**src/rtl/rca_pipe_if.sv**
```systemverilog
// Handshake bundle for rca_pipe: operand input side plus registered result side.
// Carries ovf only when RCA_OVF_EN is defined.
interface rca_pipe_if #(
    parameter int unsigned WIDTH = 16
);
    logic [WIDTH-1:0] a;
    logic [WIDTH-1:0] b;
    logic             cin;
    logic             in_valid;
    logic             in_ready;
    logic [WIDTH-1:0] sum;
    logic             cout;
    logic             out_valid;
    logic             out_ready;
`ifdef RCA_OVF_EN
    logic             ovf;

    modport master (
        output a, b, cin, in_valid, out_ready,
        input  in_ready, sum, cout, out_valid, ovf
    );
    modport slave (
        input  a, b, cin, in_valid, out_ready,
        output in_ready, sum, cout, out_valid, ovf
    );
`else
    modport master (
        output a, b, cin, in_valid, out_ready,
        input  in_ready, sum, cout, out_valid
    );
    modport slave (
        input  a, b, cin, in_valid, out_ready,
        output in_ready, sum, cout, out_valid
    );
`endif
endinterface

```
**src/rtl/rca_pipe.sv**
```systemverilog
// Pipelined ripple-carry adder: WIDTH bits in STAGES carry-chain segments with valid/ready
// backpressure. Optional signed-overflow output enabled by macro RCA_OVF_EN.
module rca_pipe #(
    parameter int unsigned WIDTH  = 16,
    parameter int unsigned STAGES = 4
) (
    input logic       clk,
    input logic       rst,
    rca_pipe_if.slave bus
);
    localparam int NS = int'(STAGES);
    localparam int CW = int'(WIDTH / STAGES);

    logic [STAGES-1:0] vld_q;
    logic [STAGES-1:0] cy_q;
    logic [WIDTH-1:0]  res_q [STAGES];
    logic [WIDTH-1:0]  opa_q [STAGES];
    logic [WIDTH-1:0]  opb_q [STAGES];

    logic [STAGES-1:0] src_v;
    logic [STAGES-1:0] src_c;
    logic [WIDTH-1:0]  src_a [STAGES];
    logic [WIDTH-1:0]  src_b [STAGES];
    logic [WIDTH-1:0]  src_r [STAGES];

    logic [STAGES-1:0] ld;
    logic [STAGES-1:0] cy_d;
    logic [WIDTH-1:0]  res_d [STAGES];
    logic [WIDTH-1:0]  opa_d [STAGES];
    logic [WIDTH-1:0]  opb_d [STAGES];
    logic              carry;
    int                idx;
`ifdef RCA_OVF_EN
    logic              msb_ci;
    logic              ovf_q;
`endif

    // Stage k consumes what stage k-1 registered; stage 0 consumes the input port.
    assign src_v[0] = bus.in_valid;
    assign src_c[0] = bus.cin;
    assign src_a[0] = bus.a;
    assign src_b[0] = bus.b;
    assign src_r[0] = '0;

    for (genvar k = 1; k < NS; k++) begin : g_link
        assign src_v[k] = vld_q[k-1];
        assign src_c[k] = cy_q[k-1];
        assign src_a[k] = opa_q[k-1];
        assign src_b[k] = opb_q[k-1];
        assign src_r[k] = res_q[k-1];
    end

    // A stage may load when it is empty or its content moves on this cycle.
    always_comb begin : ready_chain
        ld         = '0;
        ld[NS-1]   = ~vld_q[NS-1] | bus.out_ready;
        for (int k = NS - 2; k >= 0; k--) begin
            ld[k] = ~vld_q[k] | ld[k+1];
        end
    end

    // Each stage ripples its own CW-bit segment; consumed operand bits are zeroed so the
    // deskew registers only carry what is still to be added.
    always_comb begin : seg_add
        carry = 1'b0;
        idx   = 0;
`ifdef RCA_OVF_EN
        msb_ci = 1'b0;
`endif
        for (int k = 0; k < NS; k++) begin
            res_d[k] = src_r[k];
            opa_d[k] = src_a[k];
            opb_d[k] = src_b[k];
            carry    = src_c[k];
            for (int i = 0; i < CW; i++) begin
                idx = k * CW + i;
`ifdef RCA_OVF_EN
                if (k == NS - 1 && i == CW - 1) msb_ci = carry;
`endif
                res_d[k][idx] = src_a[k][idx] ^ src_b[k][idx] ^ carry;
                carry         = (src_a[k][idx] & src_b[k][idx]) |
                                (carry & (src_a[k][idx] ^ src_b[k][idx]));
                opa_d[k][idx] = 1'b0;
                opb_d[k][idx] = 1'b0;
            end
            cy_d[k] = carry;
        end
    end

    always_ff @(posedge clk or posedge rst) begin
        if (rst) begin
            vld_q <= '0;
            cy_q  <= '0;
            for (int k = 0; k < NS; k++) begin
                res_q[k] <= '0;
                opa_q[k] <= '0;
                opb_q[k] <= '0;
            end
`ifdef RCA_OVF_EN
            ovf_q <= 1'b0;
`endif
        end else begin
            for (int k = 0; k < NS; k++) begin
                if (ld[k]) begin
                    vld_q[k] <= src_v[k];
                    // Data only moves with a valid token, so a bubble leaves it untouched.
                    if (src_v[k]) begin
                        res_q[k] <= res_d[k];
                        opa_q[k] <= opa_d[k];
                        opb_q[k] <= opb_d[k];
                        cy_q[k]  <= cy_d[k];
                    end
                end
            end
`ifdef RCA_OVF_EN
            if (ld[NS-1] && src_v[NS-1]) ovf_q <= msb_ci ^ cy_d[NS-1];
`endif
        end
    end

    assign bus.in_ready  = ld[0] & ~rst;
    assign bus.sum       = res_q[NS-1];
    assign bus.cout      = cy_q[NS-1];
    assign bus.out_valid = vld_q[NS-1];
`ifdef RCA_OVF_EN
    assign bus.ovf       = ovf_q;
`endif

endmodule
```
**src/flat_wrapper.sv**
```systemverilog
// flat-port wrapper written by rule: the top's interface ports become plain ports
module rca_pipe_flat 
#(
    parameter int unsigned WIDTH  = 16,
    parameter int unsigned STAGES = 4
)
  (clk, rst, bus_a, bus_b, bus_cin, bus_in_valid, bus_out_ready, bus_in_ready, bus_sum, bus_cout, bus_out_valid);
  rca_pipe_if #(.WIDTH(WIDTH)) bus_i ();
  input logic clk;
  input logic rst;
  input wire logic [$bits(bus_i.a)-1:0] bus_a;
  input wire logic [$bits(bus_i.b)-1:0] bus_b;
  input wire logic [$bits(bus_i.cin)-1:0] bus_cin;
  input wire logic [$bits(bus_i.in_valid)-1:0] bus_in_valid;
  input wire logic [$bits(bus_i.out_ready)-1:0] bus_out_ready;
  output wire logic [$bits(bus_i.in_ready)-1:0] bus_in_ready;
  output wire logic [$bits(bus_i.sum)-1:0] bus_sum;
  output wire logic [$bits(bus_i.cout)-1:0] bus_cout;
  output wire logic [$bits(bus_i.out_valid)-1:0] bus_out_valid;
  assign bus_i.a = bus_a;
  assign bus_i.b = bus_b;
  assign bus_i.cin = bus_cin;
  assign bus_i.in_valid = bus_in_valid;
  assign bus_i.out_ready = bus_out_ready;
  assign bus_in_ready = bus_i.in_ready;
  assign bus_sum = bus_i.sum;
  assign bus_cout = bus_i.cout;
  assign bus_out_valid = bus_i.out_valid;
  rca_pipe #(.WIDTH(WIDTH), .STAGES(STAGES)) u_core (.clk(clk), .rst(rst), .bus(bus_i));
endmodule
```
**config.mk**
```make
export PLATFORM = sky130hd
export DESIGN_NAME = rca_pipe_flat
export DESIGN_NICKNAME = d
export VERILOG_FILES = /design/src/rtl/rca_pipe_if.sv /design/src/rtl/rca_pipe.sv /design/src/flat_wrapper.sv
export SDC_FILE = /design/constraint.sdc
export NUM_CORES = 1
export LEC_CHECK = 0
export ABC_AREA = 0
export BUFFER_PORTS_ARGS = -buffer_cell sky130_fd_sc_hd__buf_4
export CAP_MARGIN = 10
export CORE_MARGIN = 4
export CORE_UTILIZATION = 40
export CTS_BUF_LIST = sky130_fd_sc_hd__clkbuf_16
export CTS_CLUSTER_SIZE = 12
export DETAILED_ROUTE_END_ITERATION = 7
export HOLD_SLACK_MARGIN = 0.1
export PLACE_DENSITY_LB_ADDON = 0.15
export SETUP_SLACK_MARGIN = 0.2
export SLEW_MARGIN = 0
export SYNTH_ARGS = -nofsm -noshare
export SYNTH_HDL_FRONTEND = slang
export SYNTH_SLANG_ARGS = --single-unit
export TNS_END_PERCENT = 10
```
**constraint.sdc**
```tcl
create_clock -name clk -period 3.7 [get_ports clk]
set_input_delay 0.37 -clock clk [delete_from_list [all_inputs] [get_ports clk]]
set_output_delay 0.37 -clock clk [all_outputs]
set_load 0.02 [all_outputs]
```
# After elaboration in Yosys (flattened, before gate mapping)
# Index checks and enable logic that the tools add are counted.
# word_totals
reg_bits	96
inputBits	37
out_inout_bits	19
word_cells	112
# classes
bitwise_logic	90
n_reduce_logical	4
# ops
cell	count
$and A1 B1 Y1	33
$xor A1 B1 Y1	32
$or A1 B1 Y1	20
$reduce_and A2 Y1	4
$not A1 Y1	5

# Depth between registers and ports, before layout
# logic_depth
depth_word	9
depth_mapped	8
depth_no_buf	8

# Least setup slack after synthesis
# OpenSTA, ideal clock, no wires.
# synth_path
path_type	reg-to-reg
from	register u_core.opb_q[28] (netlist bit)
to	register u_core.res_q, in the netlist u_core.bus.sum[15]
setup_time_ps	79
arrival_ps	2035
required_time_ps	3621
slack_ps	1586
path_stages_with_launch	9
n_path_buf	0
synth_period_minus_slack_ps	2114
cell_sequence	dfrtp_1 > fa_1 > inv_1 > fa_1 > inv_1 > fa_1 > inv_1 > fa_1 > mux2i_1
# synth_between
elab_chain_cells	8
word_cells_on_any_way	9
cone_classes	bitwise: 9
# synth_rtl
item	line_no	text
from (decl)	rca_pipe.sv:18	logic [WIDTH-1:0] opb_q [STAGES];
from (signal, indexed assignment)	rca_pipe.sv:110	opb_q[k] <= opb_d[k];
$xor A1 B1 Y1	rca_pipe.sv:82	(carry & (src_a[k][idx] ^ src_b[k][idx]));
$and A1 B1 Y1	rca_pipe.sv:82	
$or A1 B1 Y1 (*)	rca_pipe.sv:81	carry = (src_a[k][idx] & src_b[k][idx]) |
$and A1 B1 Y1 (*)	rca_pipe.sv:82	
$or A1 B1 Y1 (*)	rca_pipe.sv:81	
$and A1 B1 Y1 (*)	rca_pipe.sv:82	
$or A1 B1 Y1 (*)	rca_pipe.sv:81	
$xor A1 B1 Y1 (*)	rca_pipe.sv:80	res_d[k][idx] = src_a[k][idx] ^ src_b[k][idx] ^ carry;
to (signal, indexed assignment)	rca_pipe.sv:108	res_q[k] <= res_d[k];
to (decl)	rca_pipe.sv:16	logic [WIDTH-1:0] res_q [STAGES];
# Every way passes the cells marked *; elsewhere a longest branch is shown, timed or not.
# A chain may end at the register's enable or synchronous reset.

# Worst setup path after layout
# Same ends and word-level chain as after synthesis.

==> results.md <==
- Inserted Clock Buffers: 9
- Final worst path period share: between 50% and 60%
- Hold Path Class: in -> async
- Die area: 11,780 µm²
- Largest net degree at the start of global routing: 48
- Combinational power share: 28.8%
- Drt total wl: 6.617 mm
- Die Y: between 100 and 150 µm
- Post-layout nets: 378
- Worst ir drop on vdd: approximately 0.24 mV
- Design area: 4862 µm²
- # resized after CTS: 0
- Post-synthesis compound-gate area fraction: between 1 and 1.5%
- Worst-path maximum fanout: 2
- Distinct cells, synth: 19
- Tot GR Track Use: 12.61%
- Startpoint types: flip-flop
- I/O pins: 56
- DR vias: 2,129
- PortBufs: 55
- Hold-fix buffers, CTS: 0
- CP Data Arrival Time: 2450 ps
- Xor/xnor share of the synthesized area: 0%
- Worst Setup Slack, final: roughly 1500 ps
- Diode count: 0
- Clk pwr share: about 25%
- Maxcap violations: 0
- R2r startpoint: u_core.opb_q[28]$_DFFE_PP0P_
- Total of warnings raised by yosys: 0
- Initial Util: between 40% and 50%
- RSZ-0062 raised after global routing: no
- Final Hold Viols: 0
- Worst Clk Skew: 7.754 ps
- Origin of the worst setup path: u_core.opb_q[28]$_DFFE_PP0P_
- Slew margin rel.: 30.56%
- Crit path kind: reg -> reg
- Setup TNS: 0 ps
- DRC: 0
- CTS tree: built
- Vias in the first global route: 2,277
- Root Buffer: clkbuf_16
- First-pass GRT wire length: 11.30 mm
- Initial antenna violation count: 0
- CTS HTree Levels: 3
- Power Internal: approximately 2500 µW
- Pins over their slew limit: 0
- Synthesized area: just over 4000 µm²
- CP required: 3940 ps
- Fin crit period: 2206 ps
- Sinks on Clock Net: 96
- Sw Share: 29.18%
- DR pass1 iterations: 4
- Worst-skew pair later-pin latency: 330 ps
- Postcts setup bufs: 0
- Clock Path Buffers: 2
- Sequential share of power: 46.2%
- Net Count, Synth: 318
- Post-DP Area: 4581 µm²
- Power Density: 715.0 nW/µm²
- Gpl congestion: 0.6957
- Post-Synth Simple-Gate Area: 2.167%
- Standard-cell row count: 36
- Sw Pwr: approximately 1000 µW
- Iter 0 DRT Violations: 40
- Post-synthesis adder-cell area fraction: 7.926%
- Die width: 108.5 µm
- Synthesized instance count: roughly 270
- Core ar.: approximately 10000 µm²
- Crit path capture type: flip-flop
- Setup violators final: 0
- Register area share after synthesis: 59.44%
- Post-synthesis mux area share: 24.27%
- Worst-path clk slew: 60 ps
- Pre-CTS setup slack: 1450 ps
- Status: completed
- Worst Max-Slew Pin Slew: 1038 ps
- Antenna Nets Post-Route: 0
- Syn avg cell area: around 15 µm²
- Grt ovf: 0
- Wire per inst: ~14 µm
- Fmax: 453.3 MHz
- Via density: ~4.6
- Leakage power: 0.002258 µW
- Post-DP HPWL: around 4.5 mm
- Layout cells sized above 1: 44.55%
- Register bit total from synthesis: 96
- Synth-to-layout area growth: 20.31%
- Hold_ws: 124.6 ps
- Main combinational cell family by area after synthesis: multiplexers
==> logic make-up (layout without fill, tap and decap cells) <==
logic type,after synthesis,count (layout)
buffers and inverters,43,108
and+or+nand+nor,13,13
DFF,96,96
adders and majority gates,16,16
muxes,88,88
AOI/OAI and AO/OA,9,9
==> per-layer routing <==
metal / vias up / wire, µm / part of all wire [%] / global-route usage, %
met2: 45 / 3195 / 48 / 20.17
met5: - / 0 / 0 / 0
met4: 0 / 70 / 1.1 / 4.328
met3: 5 / 315 / 4.8 / 3.582
met1: 1088 / 3035 / 46 / 16.52
li1: 991 / - / - / -
==> synthesized netlist by cell type <==
cell type	instances	area share [%]
a21oi_1	4	0.50
buf_2	1	0.12
mux2_2	73	20
nor2_1	2	0.19
mux2_1	7	2.0
nand2b_1	4	0.62
buf_4	5	0.93
nand4b_1	1	0.22
mux2i_1	8	2.0
buf_6	2	0.56
dfrtp_1	96	59
nand3b_4	1	0.50
inv_1	35	3.3
or2_2	1	0.15
nand2_2	2	0.31
a31oi_1	4	0.62
nand2_1	2	0.19
o21ai_2	1	0.22
fa_1	16	7.9
==> cells in the final DEF (no fill, tap or decap) <==
cell and n:
mux2_1 7, bufinv_16 1, a31oi_1 4, mux2_2 73
fa_1 16, dfrtp_1 96, nand4b_1 1, mux2i_1 8
nor2_1 2, or2_2 1, clkinv_1 2, inv_4 1
nand2_2 2, clkinvlp_4 1, nand2_1 2, o21ai_4 1
nand2b_1 4, clkbuf_16 9, nand3b_4 1, buf_4 57
inv_1 37, a21oi_1 4
==> flip-flops by register name, summed over array words and instances, names as in the netlist <==
register / count
u_core.res_d: 24
u_core.bus.sum: 16
u_core.opa_d: 12
u_core.opa_q: 12
u_core.opb_d: 12
u_core.opb_q: 12
u_core.cy_q: 4
u_core.vld_q: 4
==> power groups by stage <==
stage | Clock [µW] | Combinational (µW) | Sequential, µW
after floorplan | 0 | 597 | 1690
after global placement | 0 | 1010 | 1620
after detailed placement | 0 | 1030 | 1630
after CTS | 903 | 1030 | 1610
after global routing | 944 | 1130 | 1650
final | 871 | 1000 | 1610
==> worst paths after layout <==
path	to	slack (ps)	cells after the start
worst max-delay path	u_core.bus.sum[15]$_DFFE_PP0P_	1490	8
worst min-delay path	u_core.vld_q[1]$_DFFE_PP0P_	120	2
worst max register to register	u_core.bus.sum[15]$_DFFE_PP0P_	1490	8
worst min register to register	u_core.opb_d[40]$_DFFE_PP0P_	490	1
max in group asynchronous	u_core.opb_d[29]$_DFFE_PP0P_	2800	3
min in group clk	u_core.opb_d[41]$_DFFE_PP0P_	250	2
==> through the flow <==
stage / power (µW) / instances / utilization, %
after floorplan: 2286 / 265 / -
after global placement: 2624 / 447 / 46.65
after detailed placement: 2657 / 447 / 46.65
after CTS: 3545 / 463 / 49.52
after global routing: 3727 / 463 / 49.52
final: 3476 / 463 / 49.52
==> critical path: stages (launching register included) <==
cell and delay, ps:
dfrtp_1 400, fa_1 410, inv_1 90, fa_1 170
inv_1 60, fa_1 400, inv_1 80, fa_1 380
mux2i_1 130
==> area by class of cell <==
cell class | count | area [µm²]
multi-input combinational | 126 | 1450
inverter | 35 | 133.9
fill | 891 | 4957
sequential | 96 | 2402
clock buffer | 9 | 225.2
tap | 133 | 166.4
clock inverter | 7 | 56.30
timing repair buffer | 57 | 427.9
Power figures use the tool's default switching activity.
